--- src/rtl/vga_pkg.sv ---
// rtl/vga_pkg.sv - shared VGA timing constants and frame-buffer types.
package vga_pkg;

    // 1280x1024@60 timing; hcount/vcount run from the start of sync.
    localparam int HD = 1280;
    localparam int HF = 48;
    localparam int HR = 112;
    localparam int HB = 248;
    localparam int VD = 1024;
    localparam int VF = 1;
    localparam int VR = 3;
    localparam int VB = 38;
    localparam int HMAX = HR + HB + HD + HF;
    localparam int VMAX = VR + VB + VD + VF;

    localparam int FB_DEPTH = HD * VD;

    typedef logic [11:0] pixel_t;

    typedef enum logic [1:0] {
        ARB_DISP,
        ARB_HOST,
        ARB_IDLE
    } arb_state_t;

endpackage

--- src/rtl/vga_fb_addr_gen.sv ---
// rtl/vga_fb_addr_gen.sv - display slot decode, raster address counter and frame_start.
module vga_fb_addr_gen #(
    parameter int HD         = 1280,
    parameter int HR         = 112,
    parameter int HB         = 248,
    parameter int VD         = 1024,
    parameter int VR         = 3,
    parameter int VB         = 38,
    parameter int HSYNC_BITS = 11,
    parameter int VSYNC_BITS = 11,
    parameter int ADDR_W     = 21
) (
    input  logic                  clk,
    input  logic                  arstn,
    input  logic [HSYNC_BITS-1:0] hcount,
    input  logic [VSYNC_BITS-1:0] vcount,
    output logic                  disp_slot,
    output logic [ADDR_W-1:0]     slot_addr,
    output logic                  frame_start
);

    localparam logic [HSYNC_BITS-1:0] H_START = HSYNC_BITS'(HR + HB);
    localparam logic [HSYNC_BITS-1:0] H_END   = HSYNC_BITS'(HR + HB + HD);
    localparam logic [VSYNC_BITS-1:0] V_START = VSYNC_BITS'(VR + VB);
    localparam logic [VSYNC_BITS-1:0] V_END   = VSYNC_BITS'(VR + VB + VD);

    logic              first_slot;
    logic [ADDR_W-1:0] disp_addr;

    always_comb begin
        disp_slot  = (hcount >= H_START) && (hcount < H_END) &&
                     (vcount >= V_START) && (vcount < V_END);
        first_slot = disp_slot && (hcount == H_START) && (vcount == V_START);
        // The frame restart is folded into the slot address so the counter never needs to wrap.
        slot_addr  = first_slot ? '0 : disp_addr;
    end

    always_ff @(posedge clk or negedge arstn) begin
        if (!arstn) begin
            disp_addr   <= '0;
            frame_start <= 1'b0;
        end else begin
            frame_start <= first_slot;
            if (disp_slot) begin
                disp_addr <= slot_addr + ADDR_W'(1);
            end
        end
    end

endmodule

--- src/rtl/vga_fb_arbiter.sv ---
// rtl/vga_fb_arbiter.sv - shares one pixel RAM between VGA scan-out and a blanking-time host port.
module vga_fb_arbiter
    import vga_pkg::*;
#(
    parameter int HD         = 1280,
    parameter int HR         = 112,
    parameter int HB         = 248,
    parameter int VD         = 1024,
    parameter int VR         = 3,
    parameter int VB         = 38,
    parameter int HSYNC_BITS = 11,
    parameter int VSYNC_BITS = 11,
    parameter int ADDR_W     = 21,
    parameter int PIX_W      = 12
) (
    input  logic                  clk,
    input  logic                  arstn,
    input  logic [HSYNC_BITS-1:0] hcount,
    input  logic [VSYNC_BITS-1:0] vcount,
    input  logic                  pixel_enable,
    input  logic                  host_valid,
    input  logic                  host_we,
    input  logic [ADDR_W-1:0]     host_addr,
    input  logic [PIX_W-1:0]      host_wdata,
    output logic                  host_ready,
    output logic                  host_rvalid,
    output logic [PIX_W-1:0]      host_rdata,
    output logic                  host_err,
    output logic                  mem_en,
    output logic                  mem_we,
    output logic [ADDR_W-1:0]     mem_addr,
    output logic [PIX_W-1:0]      mem_wdata,
    input  logic [PIX_W-1:0]      mem_rdata,
    output logic [PIX_W-1:0]      rgb,
    output logic                  frame_start
);

    // One extra bit so a frame buffer filling the whole address space still compares correctly.
    localparam logic [ADDR_W:0] FB_LIMIT = (ADDR_W + 1)'(HD * VD);

    logic              disp_slot;
    logic [ADDR_W-1:0] slot_addr;
    logic              in_range;
    arb_state_t        arb_state;
    logic              rd_oor;
    logic [PIX_W-1:0]  rdata_ret;
    logic [PIX_W-1:0]  rdata_hold;

    vga_fb_addr_gen #(
        .HD         (HD),
        .HR         (HR),
        .HB         (HB),
        .VD         (VD),
        .VR         (VR),
        .VB         (VB),
        .HSYNC_BITS (HSYNC_BITS),
        .VSYNC_BITS (VSYNC_BITS),
        .ADDR_W     (ADDR_W)
    ) u_addr_gen (
        .clk         (clk),
        .arstn       (arstn),
        .hcount      (hcount),
        .vcount      (vcount),
        .disp_slot   (disp_slot),
        .slot_addr   (slot_addr),
        .frame_start (frame_start)
    );

    assign in_range = {1'b0, host_addr} < FB_LIMIT;

    always_comb begin
        arb_state = ARB_IDLE;
        if (disp_slot) begin
            arb_state = ARB_DISP;
        end else if (host_valid) begin
            arb_state = ARB_HOST;
        end

        host_ready = 1'b0;
        mem_en     = 1'b0;
        mem_we     = 1'b0;
        mem_addr   = slot_addr;
        mem_wdata  = host_wdata;
        case (arb_state)
            ARB_DISP: begin
                mem_en   = 1'b1;
                mem_addr = slot_addr;
            end
            ARB_HOST: begin
                host_ready = 1'b1;
                mem_en     = in_range;
                mem_we     = host_we & in_range;
                mem_addr   = host_addr;
            end
            default: begin
            end
        endcase
    end

    always_ff @(posedge clk or negedge arstn) begin
        if (!arstn) begin
            host_rvalid <= 1'b0;
            rd_oor      <= 1'b0;
            host_err    <= 1'b0;
            rdata_hold  <= '0;
        end else begin
            host_rvalid <= host_ready & ~host_we;
            rd_oor      <= host_ready & ~host_we & ~in_range;
            host_err    <= host_ready & ~in_range;
            if (host_rvalid) begin
                rdata_hold <= rdata_ret;
            end
        end
    end

    // Read data passes straight through on the return cycle and is held afterwards.
    assign rdata_ret  = rd_oor ? '0 : mem_rdata;
    assign host_rdata = host_rvalid ? rdata_ret : rdata_hold;
    assign rgb        = pixel_enable ? mem_rdata : '0;

endmodule

--- config.mk ---
export PLATFORM = sky130hd
export DESIGN_NAME = vga_fb_arbiter
export DESIGN_NICKNAME = d
export VERILOG_FILES = /design/src/rtl/vga_pkg.sv /design/src/rtl/vga_fb_addr_gen.sv /design/src/rtl/vga_fb_arbiter.sv
export SDC_FILE = /design/constraint.sdc
export NUM_CORES = 1
export LEC_CHECK = 0
export BUFFER_PORTS_ARGS = -buffer_cell sky130_fd_sc_hd__buf_2
export CAP_MARGIN = 20
export CORE_ASPECT_RATIO = 2
export CORE_MARGIN = 2
export CORE_UTILIZATION = 49
export CTS_CLUSTER_DIAMETER = 100
export DETAILED_ROUTE_END_ITERATION = 12
export HOLD_SLACK_MARGIN = 0.02
export PLACE_DENSITY_LB_ADDON = 0.25
export SLEW_MARGIN = 15
export SYNTH_ARGS = -nofsm -noshare
export SYNTH_HDL_FRONTEND = slang
export SYNTH_SLANG_ARGS = --single-unit
--- constraint.sdc ---
create_clock -name clk -period 3.2 [get_ports clk]
set_input_delay 0.16 -clock clk [delete_from_list [all_inputs] [get_ports clk]]
set_output_delay 0.16 -clock clk [all_outputs]
set_load 0.005 [all_outputs]
After elaboration in Yosys (flattened, before gate mapping)
Index checks and enable logic that the tools add are counted.
{"block": "totals", "word_cells": 37, "regBits": 37, "input_bits": 72, "out_inout_bits": 63}
{"block": "classes", "order_cmp": 5, "n_eq_ne": 3, "n_addsub": 1, "n_bitwise": 6, "n_reduce_logical": 6, "n_mux": 10}
{"operator": "$mux 21", "count": 2}
{"operator": "$mux 12", "count": 3}
{"operator": "$lt 11x11->1 const B", "count": 2}
{"operator": "$add 21x1->21 const B", "count": 1}
{"operator": "$lt 21x21->1 const B", "count": 1}
{"operator": "$eq 11x6->1 const B", "count": 1}
{"operator": "$eq 11x9->1 const B", "count": 1}
{"operator": "$ge 11x6->1 const B", "count": 1}
{"operator": "$ge 11x9->1 const B", "count": 1}
{"operator": "$logic_and 1x1->1", "count": 5}
{"operator": "$and 1x1->1", "count": 4}
{"operator": "$mux 2", "count": 2}
{"operator": "$eq 2x1->1 const B", "count": 1}
{"operator": "$logic_not 2->1", "count": 1}
{"operator": "$mux 1", "count": 2}
{"operator": "$not 1->1", "count": 2}
{"operator": "$pmux 1 s2", "count": 1}

Logic depth before layout (Yosys ltp)
{"block": "logic_depth", "word_depth": 9, "depth_mapped": 10, "ltp_nobuf": 9}

Modules after synthesis
From an unflattened synthesis, not the netlist that was laid out.
{"block": "hier_totals", "hier_cells": 244, "hier_area_um2": 2489.9}
{"module": "vga_fb_addr_gen", "n_inst": 1, "area_each_um2": 1418.9, "seq_area_each_um2": 550.5, "cells_per_inst": 152}
{"module": "vga_fb_arbiter", "n_inst": 1, "area_each_um2": 1071.0, "seq_area_each_um2": 375.4, "cells_per_inst": 92}

Worst setup path before layout
OpenSTA, ideal clock, no wires.
{"block": "synth_timing", "kind": "input to register", "from": "in hcount[0]", "to": "reg u_addr_gen.disp_addr[20]", "t_required_ns": 3.066, "cell_stages": 10, "n_path_buf": 1, "setup_time_ns": 0.134, "slack_ns": 0.981, "arrival_ns": 2.085, "cell_sequence": "nor4b_1 > nand4_1 > or2_2 > clkbuf_1 > and2_1 > ha_1 > and3_1 > nand4b_1 > nor4_1 > mux2i_1"}
{"block": "synth_between", "elab_chain_len": 8, "elab_cells_between_ends": 10, "cone_classes": "add/sub: 1; order compare: 2; eq/ne: 1; mux: 1; reduce/logical: 5"}
{"item": "start: declaration", "line_no": "vga_fb_arbiter.sv:18", "rtl": "input logic [HSYNC_BITS-1:0] hcount,"}
{"item": "$ge 11x9->1 or $lt 11x11->1 (tied branches)", "line_no": "vga_fb_addr_gen.sv:31", "rtl": "disp_slot = (hcount >= H_START) && (hcount < H_END) &&"}
{"item": "$logic_and 1x1->1 (2 in series)", "line_no": "vga_fb_addr_gen.sv:31"}
{"item": "$logic_and 1x1->1", "line_no": "vga_fb_addr_gen.sv:32", "rtl": "(vcount >= V_START) && (vcount < V_END);"}
{"item": "$logic_and 1x1->1 (2 in series)", "line_no": "vga_fb_addr_gen.sv:33", "rtl": "first_slot = disp_slot && (hcount == H_START) && (vcount == V_START);"}
{"item": "$mux 21", "line_no": "vga_fb_addr_gen.sv:35", "rtl": "slot_addr = first_slot ? '0 : disp_addr;"}
{"item": "$add 21x1->21", "line_no": "vga_fb_addr_gen.sv:45", "rtl": "disp_addr <= slot_addr + ADDR_W'(1);"}
{"item": "end signal: assignment", "line_no": "vga_fb_addr_gen.sv:45"}
{"item": "end: declaration", "line_no": "vga_fb_addr_gen.sv:28", "rtl": "logic [ADDR_W-1:0] disp_addr;"}
Parallel ways exist; a longest one is shown, timed or not.
A chain may end at the register's enable or synchronous reset.

Worst setup path in the final report
{"block": "layout_timing", "from": "in hcount[3]", "to": "out mem_addr[15]"}
{"block": "layout_between", "elab_chain_len": 8, "elab_cells_between_ends": 12, "cone_classes": "order compare: 2; eq/ne: 2; mux: 3; reduce/logical: 5"}
{"item": "$ge 11x9->1 or $lt 11x11->1 (tied branches)", "line_no": "vga_fb_addr_gen.sv:31"}
{"item": "$logic_and 1x1->1 (2 in series)", "line_no": "vga_fb_addr_gen.sv:31"}
{"item": "$logic_and 1x1->1", "line_no": "vga_fb_addr_gen.sv:32"}
{"item": "$logic_and 1x1->1 (2 in series)", "line_no": "vga_fb_addr_gen.sv:33"}
{"item": "$mux 21", "line_no": "vga_fb_addr_gen.sv:35"}
{"item": "$mux 21 (*)", "line_no": "vga_fb_arbiter.sv:84", "rtl": "case (arb_state)"}
{"item": "end: declaration", "line_no": "vga_fb_arbiter.sv:31", "rtl": "output logic [ADDR_W-1:0] mem_addr,"}
Mark *: on every way between the ends. The rest lies on a longest branch, timed or not.

==> flow_metrics.env <==
export IMPL_final_common_cell="buf_2"
export IMPL_diodes=0
export IMPL_holdCritStartpoint="host_we"
export IMPL_syn_to_final_growth_pct=23.77
export IMPL_synth_simple_area_share_pct=26.43
export IMPL_critical_path_required_ps=3040
export IMPL_die_y_um=104.9
export IMPL_dr_pass1_iters=4
export IMPL_rows=36
export IMPL_maxCapViolations=0
export IMPL_wl_per_cell_um=13.20
export IMPL_dp_final_hpwl_mm=4.718
export IMPL_fin_skew_ps=8.330
export IMPL_clock_latency_ps=290
export IMPL_grtUsageTotal_pct=21.38
export IMPL_clkSlewWorstSetupHoldPaths_ps=70
export IMPL_yosys_area_top_type="dfrtp_1"
export IMPL_rsz0062_at_grt="false"
export IMPL_fp_dieArea_mm2=0.005713
export IMPL_dr_first_iter_drc_count=47
export IMPL_cellPowerDensity_mw_per_mm2=409.7
export IMPL_start_kind="primary input"
export IMPL_synth_compound_area_share_pct=9.228
export IMPL_post_route_util_pct=62.90
export IMPL_worstPathCellList="buf_2 -> o211a_1 -> o21a_1 -> o31ai_2 -> o21ai_2 -> buf_4 -> mux2i_1 -> buf_2"
export IMPL_clk_path_buf_depth=2
export IMPL_syn_inst=286
export IMPL_slew_violations=0
export IMPL_tritoncts="done"
export IMPL_fillers=467
export IMPL_seq_area_frac_synth_pct=37.11
export IMPL_initial_utilization_pct=50.82
export IMPL_setup_tns_ps=0
export IMPL_critical_path_class="in -> out"
export IMPL_synth_nets=359
export IMPL_via_count=2358
export IMPL_cp_slowest_stage_delay_ps=810
export IMPL_cp_top_family="compound AO/OA/AOI/OAI gates"
export IMPL_antenna_found_initial=0
export IMPL_period_needed_ps=2528
export IMPL_final_antenna_net_count=0
export IMPL_min_path_type="in -> reg"
export IMPL_synthMuxAreaShare_pct=14.64
export IMPL_globalRoute_totalOverflow=0
export IMPL_finalHoldViolCount=0
export IMPL_regToRegStartpoint="u_addr_gen.disp_addr[2]"
export IMPL_cp_common_cell="buf_2"
export IMPL_num_io_pins=135
export IMPL_final_cell_mix="buf_2, dfrtp_1, nand2_1"
export IMPL_crit_path_end_kind="output pin"
export IMPL_async_flop_share_pct=100.0
export IMPL_arrival_ps=2370
export IMPL_htreeDepth=2
export IMPL_cp_max_fo=15
export IMPL_first_global_vias=2283
export IMPL_post_route_cells_drive_above_1_share_pct=34.55
export IMPL_syn_area_per_cell_um2=8.723
export IMPL_ir_drop_mv=0.3703
export IMPL_io_buffers=110
export IMPL_setup_violations_final=0
export IMPL_die_x_um=54.46
export IMPL_coreArea_mm2=0.004910
export IMPL_synth_top_family_by_area="simple AND/OR/NAND/NOR gates"
export IMPL_seqCellArea_um2=925.9
export IMPL_ys_warn_count=0
export IMPL_synth_top_area_share_pct=37.11
export IMPL_grt_start_max_net_pins=38
export IMPL_tightest_slew_ps=1008
export IMPL_cts_resized=0
export IMPL_r2r_setup_slack_ps=1170
export IMPL_drcViolationCount=0
export IMPL_gp_congestion=0.8388
export IMPL_synth_edff_count=0
export IMPL_nets=457
export IMPL_grt_pass1_wl_mm=9.287
export IMPL_synth_xor_area_share_pct=1.003
export IMPL_synth_area_leaders="dfrtp_1, mux2i_1, nand2_1"
export IMPL_cts_sinks=37
export IMPL_ys_flop_type="dfrtp_1"
export IMPL_leakagePower_nw=1.672
export IMPL_cts_buffers=5
export IMPL_yosysUniqueCellTypes=44
export IMPL_timing_fmax_mhz=395.6
export IMPL_synth_adder_area_share_pct=0.5015
export IMPL_multi_input_comb_area_mm2=0.001297
export IMPL_ys_ff_latch=37
export IMPL_critical_path_buf_inv_count=3
export IMPL_slowest_stage="o31ai_2"
export IMPL_routed_via_density=5.335
export IMPL_wirelength_mm=5.834
export IMPL_finalCritPeriodShare_pct=78.99
export IMPL_cp_startpoint="hcount[3]"
export IMPL_slew_headroom_pct=32.38
export IMPL_cts_root_buf="clkbuf_8"
export IMPL_netlist_area_mm2=0.002495
export IMPL_status="completed"
-- sequential cells by signal, summed over array words and instances (netlist names) --
| signal | count |
|---|---|
| u_addr_gen.disp_addr | 21 |
| rdata_hold | 12 |
| host_err | 1 |
| host_rvalid | 1 |
| rd_oor | 1 |
| u_addr_gen.frame_start | 1 |
-- worst reg2reg max path, delay by kind of cell, from the launching register on --
| kind | cells | cell delay [ps] |
|---|---|---|
| multiplexers | 1 | 230 |
| AND/OR/NAND/NOR | 3 | 950 |
| AO/OA/AOI/OAI | 1 | 340 |
| flip-flops | 1 | 430 |
-- logic make-up (layout without fill, tap and decap cells) --
kind of cell             Yosys count  after routing
AO/OA/AOI/OAI                     34             34
XOR/XNOR                           2              2
adder cells (fa/ha/maj)            1              1
buffers and inverters             56            155
flip-flops                        37             37
multiplexers                      36             36
AND/OR/NAND/NOR                  120            120
-- path summary, 6_finish.rpt --
kind | endpoint | cells past startpoint
max | mem_addr[15] | 8
min | host_rvalid | 2
max reg2reg | u_addr_gen.disp_addr[19] | 5
min reg2reg | rdata_hold[1] | 2
max in group asynchronous | u_addr_gen.disp_addr[19] | 2
min in group asynchronous | rdata_hold[7] | 2
-- cell type report --
type | instances | share of cell area, %
inverter | 32 | 3.890
tap | 57 | 2.310
sequential | 37 | 29.98
timing repair buffer | 115 | 19.12
clock inverter | 2 | 0.3241
clock buffer | 6 | 2.350
multi-input combinational | 193 | 42.02
-- synth_stat cells (4+ instances only) --
cell type / n
and2_1: 15
dfrtp_1: 37
o21ai_0: 16
o31ai_1: 4
nor4_1: 6
nor2_1: 9
mux2i_1: 32
buf_2: 5
nand2_1: 33
nand2b_1: 13
nor3_1: 8
clkbuf_1: 5
buf_4: 12
nand3_1: 7
nand4_1: 7
inv_1: 32
nor4b_1: 4
mux2_2: 4
-- per-stage QoR --
| stage | cell area, um2 | instances | power, W | hold slack (ps) | worst slack, ps |
|---|---|---|---|---|---|
| 6_report | 3088 | 442 | 0.001265 | 66.89 | 672.2 |
| 5_1_grt | 3088 | 442 | 0.001358 | 66.04 | 532.8 |
| 4_1_cts | 3088 | 442 | 0.001277 | 64.08 | 696.2 |
| 3_5_place_dp | 2995 | 433 | 0.0009633 | 300.7 | 713.8 |
| 3_3_place_gp | 2995 | 433 | 0.0009460 | 301.3 | 757.6 |
| 2_1_floorplan | 2495 | 286 | 0.0007984 | -135.6 | 981.0 |
-- per-layer routing --
| metal | share of wire [%] | GRT usage [%] |
|---|---|---|
| met2 | 55 | 40.10 |
| met4 | 1.4 | 8.393 |
| met3 | 7.3 | 4.429 |
| met1 | 36 | 20.74 |
| met5 | 0 | 0 |
-- power by group --
| part | total, W | internal, W | switching (W) |
|---|---|---|---|
| Clock | 0.000312 | 0.000151 | 0.000161 |
| Sequential | 0.000591 | 0.000533 | 0.0000583 |
| Combinational | 0.000362 | 0.000181 | 0.000181 |
-- what timing repair did --
action | 4_1_cts | 5_1_grt
setup endpoints to repair | 0 | 0
hold buffers | 1 | 0
buffers inserted | 0 | 0
hold endpoints to repair | 37 | 0
Power figures use the tool's default switching activity.
